--- src/rtl/nvdla_stream_arbiter.sv ---
// nvdla_stream_arbiter
//   Merges N_CH valid/ready data streams onto one registered output stream.
//   Arbitration is round-robin (mode_i=0) or fixed priority, lowest index
//   first (mode_i=1). A grant is held for up to MAX_BURST beats, or until
//   the granted source drops valid.
//
// Ports
//   clk_i        rising-edge clock
//   rst_i        synchronous active-high reset
//   enable_i     0: no new grant, granted input frozen
//   clear_i      synchronous soft clear, same effect as rst_i
//   mode_i       0 = round-robin, 1 = fixed priority
//   in_valid_i   per-channel valid            [N_CH]
//   in_data_i    per-channel data, ch0 in LSBs [N_CH*DW]
//   in_ready_o   per-channel ready            [N_CH]
//   out_valid_o  registered output valid
//   out_data_o   registered output data       [DW]
//   out_ch_o     source channel of output beat
//   out_ready_i  downstream ready
//   busy_o       a grant is held (LOCK)
module nvdla_stream_arbiter #(
  parameter int unsigned N_CH      = 3,
  parameter int unsigned DW        = 32,
  parameter int unsigned MAX_BURST = 16
) (
  input  logic                    clk_i,
  input  logic                    rst_i,
  input  logic                    enable_i,
  input  logic                    clear_i,
  input  logic                    mode_i,
  input  logic [N_CH-1:0]         in_valid_i,
  input  logic [N_CH*DW-1:0]      in_data_i,
  output logic [N_CH-1:0]         in_ready_o,
  output logic                    out_valid_o,
  output logic [DW-1:0]           out_data_o,
  output logic [$clog2(N_CH)-1:0] out_ch_o,
  input  logic                    out_ready_i,
  output logic                    busy_o
);

  localparam int unsigned   CW        = $clog2(N_CH);
  localparam int unsigned   BW        = $clog2(MAX_BURST + 1);
  localparam logic [CW:0]   N_CH_W    = (CW+1)'(N_CH);
  localparam logic [CW-1:0] LAST_CH   = CW'(N_CH - 1);
  localparam logic [BW-1:0] LAST_BEAT = BW'(MAX_BURST - 1);

  typedef enum logic {
    IDLE,
    LOCK
  } state_t;

  state_t        state_q, state_d;
  logic [CW-1:0] grant_q, grant_d;
  logic [CW-1:0] rr_q, rr_d;
  logic [BW-1:0] beat_q, beat_d;
  logic          ov_q, ov_d;
  logic [DW-1:0] od_q, od_d;
  logic [CW-1:0] och_q, och_d;

  logic          soft_rst;
  logic          grant_rdy;
  logic          xfer;
  logic          rel;

  logic [CW-1:0] rr_win;
  logic [CW:0]   rr_idx;
  logic          rr_found;
  logic [CW-1:0] fp_win;
  logic          fp_found;

  assign soft_rst = rst_i | clear_i;

  // Round-robin winner: first valid channel at or after rr_q, wrapping.
  always_comb begin
    rr_win   = rr_q;
    rr_found = 1'b0;
    rr_idx   = '0;
    for (int unsigned k = 0; k < N_CH; k++) begin
      rr_idx = {1'b0, rr_q} + (CW+1)'(k);
      if (rr_idx >= N_CH_W) begin
        rr_idx = rr_idx - N_CH_W;
      end
      if (!rr_found && in_valid_i[rr_idx[CW-1:0]]) begin
        rr_found = 1'b1;
        rr_win   = rr_idx[CW-1:0];
      end
    end
  end

  // Fixed-priority winner: lowest valid index.
  always_comb begin
    fp_win   = '0;
    fp_found = 1'b0;
    for (int unsigned k = 0; k < N_CH; k++) begin
      if (!fp_found && in_valid_i[k]) begin
        fp_found = 1'b1;
        fp_win   = CW'(k);
      end
    end
  end

  always_comb begin
    state_d    = state_q;
    grant_d    = grant_q;
    rr_d       = rr_q;
    beat_d     = beat_q;
    ov_d       = ov_q;
    od_d       = od_q;
    och_d      = och_q;
    in_ready_o = '0;
    grant_rdy  = 1'b0;
    xfer       = 1'b0;
    rel        = 1'b0;

    unique case (state_q)
      IDLE: begin
        if (enable_i && (|in_valid_i)) begin
          grant_d = mode_i ? fp_win : rr_win;
          beat_d  = '0;
          state_d = LOCK;
        end
      end
      LOCK: begin
        // Reset/clear dominate: a beat offered in that cycle would be
        // discarded by the clear, so it is not acknowledged upstream.
        grant_rdy           = enable_i & (~ov_q | out_ready_i) & ~soft_rst;
        in_ready_o[grant_q] = grant_rdy;
        xfer                = in_valid_i[grant_q] & grant_rdy;
        if (xfer) begin
          beat_d = beat_q + BW'(1);
        end
        rel = (xfer && (beat_q == LAST_BEAT)) ||
              (!in_valid_i[grant_q] && enable_i);
        if (rel) begin
          state_d = IDLE;
          beat_d  = '0;
          rr_d    = (grant_q == LAST_CH) ? '0 : grant_q + CW'(1);
        end
      end
      default: begin
        state_d = IDLE;
      end
    endcase

    // Output register: a new beat overrides a drain in the same cycle,
    // which keeps one beat per cycle flowing under out_ready_i=1.
    if (xfer) begin
      ov_d  = 1'b1;
      od_d  = in_data_i[grant_q*DW +: DW];
      och_d = grant_q;
    end else if (out_ready_i) begin
      ov_d = 1'b0;
    end
  end

  always_ff @(posedge clk_i) begin
    if (soft_rst) begin
      state_q <= IDLE;
      grant_q <= '0;
      rr_q    <= '0;
      beat_q  <= '0;
      ov_q    <= 1'b0;
      od_q    <= '0;
      och_q   <= '0;
    end else begin
      state_q <= state_d;
      grant_q <= grant_d;
      rr_q    <= rr_d;
      beat_q  <= beat_d;
      ov_q    <= ov_d;
      od_q    <= od_d;
      och_q   <= och_d;
    end
  end

  assign out_valid_o = ov_q;
  assign out_data_o  = od_q;
  assign out_ch_o    = och_q;
  assign busy_o      = (state_q == LOCK);

endmodule

--- config.mk ---
export PLATFORM = sky130hd
export DESIGN_NAME = nvdla_stream_arbiter
export DESIGN_NICKNAME = d
export VERILOG_FILES = /design/src/rtl/nvdla_stream_arbiter.sv
export SDC_FILE = /design/constraint.sdc
export NUM_CORES = 1
export LEC_CHECK = 0
export CORE_ASPECT_RATIO = 1.5
export CORE_MARGIN = 3
export CORE_UTILIZATION = 42
export CTS_CLUSTER_SIZE = 40
export DETAILED_ROUTE_END_ITERATION = 10
export HOLD_SLACK_MARGIN = 0.06
export PLACE_DENSITY = 0.82
export REMOVE_ABC_BUFFERS = 1
export SETUP_SLACK_MARGIN = 0.15
export SYNTH_ARGS = -nofsm -noshare
export SYNTH_HDL_FRONTEND = slang
export SYNTH_SLANG_ARGS = --single-unit
--- constraint.sdc ---
create_clock -name clk_i -period 3.4 [get_ports clk_i]
set_input_delay 0.68 -clock clk_i [delete_from_list [all_inputs] [get_ports clk_i]]
set_output_delay 0.68 -clock clk_i [all_outputs]
set_load 0.1 [all_outputs]
== Word-level counts from Yosys, hierarchy flattened ==
Index checks and enable logic that the tools add are counted.
Cells by class
  eq/ne operators: 4
  bitwise logic cells: 9
  add/subtract/negate cells: 7
  div/mod/pow operators: 0
  muxes and demuxes: 35
  multipliers: 0
  magnitude comparators: 8
  shifts and indexed selects: 1
  reductions and logical operators: 19
Operators by type and width (count)
  $shiftx A96 B8 Y32: 1
  $mux W2: 9
  $mux W1: 15
  $mux W5: 3
  $lt A2 B3 Y1 const B: 4
  $pmux W5 S2: 1
  $bmux W1 S2: 4
  $logic_and A1 B1 Y1: 8
  $ge A3 B2 Y1 const B: 2
  $reduce_and A2 Y1: 3
  $sub A2 B2 Y2 const B: 3
  $add A5 B1 Y5 const B: 1
  $eq A5 B4 Y1 const B: 1
  $logic_not A1 Y1: 5
  $add A2 B1 Y3 const B: 1
  $add A2 B2 Y3 const B: 1
  $and A1 B1 Y1: 3
  $and A3 B3 Y3: 1
  $mux W3: 1
  $ne A3 B1 Y1 const B: 1
  $not A1 Y1: 3
  $reduce_or A3 Y1: 1
  $add A2 B1 Y2 const B: 1
  $demux W1 S2: 1
  8 further kinds: 9
Storage, ports and cells
  RAM bits: 0
  memory bits (read-only): 0
  register bits after elaboration: 45
  output and inout bits: 39
  latch bits: 0
  word-level logic and storage cells: 90
  memories: 0
  input port bits: 105

== Logic depth before layout (Yosys ltp) ==
  depth after elaboration: 12
  gate-level depth with buffers: 8
  mapped depth without buffers: 7

== Worst setup path after synthesis ==
OpenSTA, ideal clock, no wires.
  path type: reg-to-output
  start: reg state_q (netlist: busy_o)
  end: out in_ready_o[2]
  required time: 2.720 ns
  cell stages (with the launch flop): 4
  slack: -0.962 ns
  data arrival time: 3.682 ns
  buffers on the path: 0
  path through: dfxtp_1 and2_1 nand3_1 nor3b_1
Between the ends
  cells in the longest elaborated chain, start to end: 1
RTL lines
  start, declared: line 52  | state_t state_q, state_d;
  start signal, assigned: line 166  | state_q <= state_d;
  $mux W3: line 115  | unique case (state_q)
  end, declared: line 33  | output logic [N_CH-1:0] in_ready_o,
Every way passes these cells.

== Worst setup path after layout ==
  start: in enable_i
  end: out in_ready_o[2]
Between the ends
  cells in the longest elaborated chain, start to end: 4
RTL lines
  start, declared: line 28  | input logic enable_i,
  $and A1 B1 Y1 (2 in series): line 126  | grant_rdy = enable_i & (~ov_q | out_ready_i) & ~soft_rst;
  $and A3 B3 Y3 (no line)
  $mux W3: line 115
Every way passes these cells.

==> flow_metrics.py <==
metrics = {
    "die": {
        "placementRows": 34,
        "chipHeight_microns": 103,
        "core_area_sq_um": 5960,
        "die_area_sq_um": 7300,
        "ioPinCount": 144,
        "initial_core_util_pct": 44.4,
        "die_x_microns": 70.8,
    },
    "critical_path": {
        "crit_type": "input port to output port",
        "cp_max_fo": 6,
        "r2r-start": "grant_q[1]",
        "required_ps": 2720,
        "arrival_ps": 2210,
        "crit_start": "enable_i",
        "critPathLaunchType": "input port",
        "end_kind": "output port",
    },
    "global_routing": {
        "antenna_found_initial": 0,
        "grt_max_degree": 66,
        "grt_overflow": 0,
        "grt_use_total_pct": 20.9,
        "grt_pass1_wl_microns": 12300,
        "grt_pass1_vias": 2774,
    },
    "synth": {
        "netlist_instances": 332,
        "seq_area_frac_synth_pct": 34.1,
        "syn_avg_cell_area_sq_um": 7.96,
        "synth_fa_ha_area_share_pct": 2.37,
        "synth_warnings": 0,
        "synth_top_family_by_area": "compound AO/OA/AOI/OAI gates",
        "synth_area_sq_um": 2640,
        "yosys.area_share.simple_pct": 19.4,
        "synth_cell_types": 39,
        "yosysTopAreaCell": "dfxtp_1",
        "ys_top_cells_by_area": "dfxtp_1 (34%), mux2i_1 (16%), nor2_1 (11%), a211oi_1 (9.4%), a21oi_1 (7.4%)",
        "ys_ff_latch": 45,
        "synth-compound-area-share_pct": 22.1,
        "synth_mux_area_share_pct": 15.5,
        "synthXorXnorAreaFrac_pct": 0.994,
        "synth_top_cell_area_share_pct": 34.1,
    },
    "layout": {
        "num-fill-cells": 513,
        "syn_to_final_growth_pct": 57.6,
        "layout-drive-gt1-share_pct": 9.98,
        "final_cell_count_no_fill": 533,
        "nNetsFinal": 571,
        "diodes": 0,
    },
    "clock_tree": {
        "htree_levels": 2,
        "cts_tree": "yes",
        "cts_root_buffer": "clkbuf_8",
        "clock_path_buffers": 2,
        "clock_latency_ps": 290,
        "cts_buffers": 5,
        "clkSinkCount": 45,
        "path_clk_slew_ps": 80,
        "postCtsSetupBuffers": 0,
        "ctsHoldBuffers": 0,
        "cts_resized": 0,
    },
    "routing": {
        "totalWireLength_microns": 7600,
        "dr.pass1.iters": 4,
        "drtAntennaViolNets": 0,
        "drtIter0Drc": 92,
        "wl_per_cell_microns": 14.3,
        "vias_per_cell": 5.35,
        "via_count": 2851,
        "drc": 0,
    },
    "sta": {
        "hold_violations": 0,
        "slew-limit-headroom_pct": 32.8,
        "skew_ps": 2.68,
        "period_share_pct": 85.1,
        "fin_crit_ps": 2890,
        "setup_violations": 0,
        "max_freq_ghz": 0.346,
        "worst_slew_pin_slew_ps": 1010,
        "slew_viol_final": 0,
        "rsz0062_at_grt": "false",
    },
    "place": {
        "placed_cells": 526,
        "detailed_place_hpwl_microns": 5930,
        "io_buffers": 143,
        "gp_congestion": 0.804,
    },
    "hold_path": {
        "min_path_type": "flip-flop to flip-flop",
        "min_from": "out_data_o[2]",
    },
    "power_and_ir_drop": {
        "vdd_ir_drop_max_mv": 0.203,
        "power_density_nw_per_um2": 283,
        "p_leak_nw": 1.48,
        "p_total_mw": 1.18,
    },
    "run_status": {
        "status": "completed",
    },
    "job": {
        "drv_cap": 0,
    },
}
critical path, cell delays in order:
cell,delay [ps]
clkdlybuf4s50_1,550
and2_1,200
nand3_1,170
nor3b_1,380
buf_12,220
Yosys cell counts, drive strengths merged:
master   instances
a21oi           39
and2             2
clkbuf          14
nor2b            2
nand2b           4
nand3b           2
and2b            1
o22ai            2
buf             13
inv              4
nor4bb           1
o2bb2ai          1
nand4b           1
nor3b            2
mux2i           41
a211oi          33
nand4            1
nor2            75
o32ai            1
o32a             1
xnor2            3
or2              1
o21ai            4
and3             1
or3              2
nor3             8
o211ai           4
a2111oi          2
a31oi            2
dfxtp           45
nand3            3
o31ai            1
a21boi           1
ha               5
nand2           10
final timing paths:
check	end	slack (ps)	cells past startpoint
worst max-delay path	in_ready_o[2]	510	5
worst min-delay path	out_data_o[2]	500	2
worst max register to register	out_ch_o[1]	1190	6
worst min register to register	out_data_o[2]	500	2
metrics by stage:
step	hold slack, ps	utilization, %	setup TNS (ps)	setup WS, ps	instance area [sq um]
after floorplan	479	-	-22490	-991	2510
after global placement	478	68.2	0	589	4060
after detailed placement	493	68.2	0	517	4060
after CTS	505	69.9	0	510	4160
after global routing	523	69.9	0	400	4160
final	502	69.9	0	507	4160
metal layers:
metal	wire, microns	vias to the layer above	part of all wire (%)	track usage [%]
li1	-	1441	-	-
met1	2840	1294	37	22.0
met2	4080	108	54	39.0
met3	585	8	7.7	6.63
met4	92	0	1.2	7.09
met5	0	-	0	0
sequential cells by signal, summed over array words and instances (netlist names):
| signal | flops |
|---|---|
| out_ch_o | 2 |
| rr_q | 2 |
| beat_q | 5 |
| out_valid_o | 1 |
| grant_q | 2 |
| out_data_o | 32 |
| busy_o | 1 |
cells by family (layout without fill, tap and decap cells):
family	count (synthesis)	in the layout
adder cells (fa/ha/maj)	5	5
XOR/XNOR	3	3
multiplexers	41	41
AND/OR/NAND/NOR	116	116
buffers and inverters	31	160
AO/OA/AOI/OAI	91	91
flip-flops	45	45
power by group:
part           switching, mW  leakage, nW  total (mW)  internal (mW)
logic                  0.100         1.07       0.254          0.154
clock network          0.172       0.0540       0.386          0.214
registers            0.00896        0.363       0.538          0.529
placed cells by master, fill, tap and decap left out, types with 3 or more instances in the layout:
master           count
clkdlybuf4s50_1    114
nor2_1              75
dfxtp_1             44
mux2i_1             41
a21oi_1             39
a211oi_1            33
buf_4               31
nand2_1             10
nor3_1               8
ha_1                 5
clkbuf_8             5
nand2b_1             4
inv_1                4
o211ai_1             4
buf_12               4
nand3_1              3
o21ai_0              3
xnor2_1              3
cell type report:
class / instances / area (sq um) / area share (%)
Clock inverter: 2 / 35.0 / 0.841
Inverter: 4 / 15.0 / 0.361
Sequential cell: 45 / 902 / 21.7
Clock buffer: 5 / 68.8 / 1.65
Multi-Input combinational cell: 256 / 1600 / 38.4
Timing Repair Buffer: 149 / 1450 / 34.9
Tap cell: 72 / 90.1 / 2.16
Note: power is estimated with default switching activity, not from simulation.
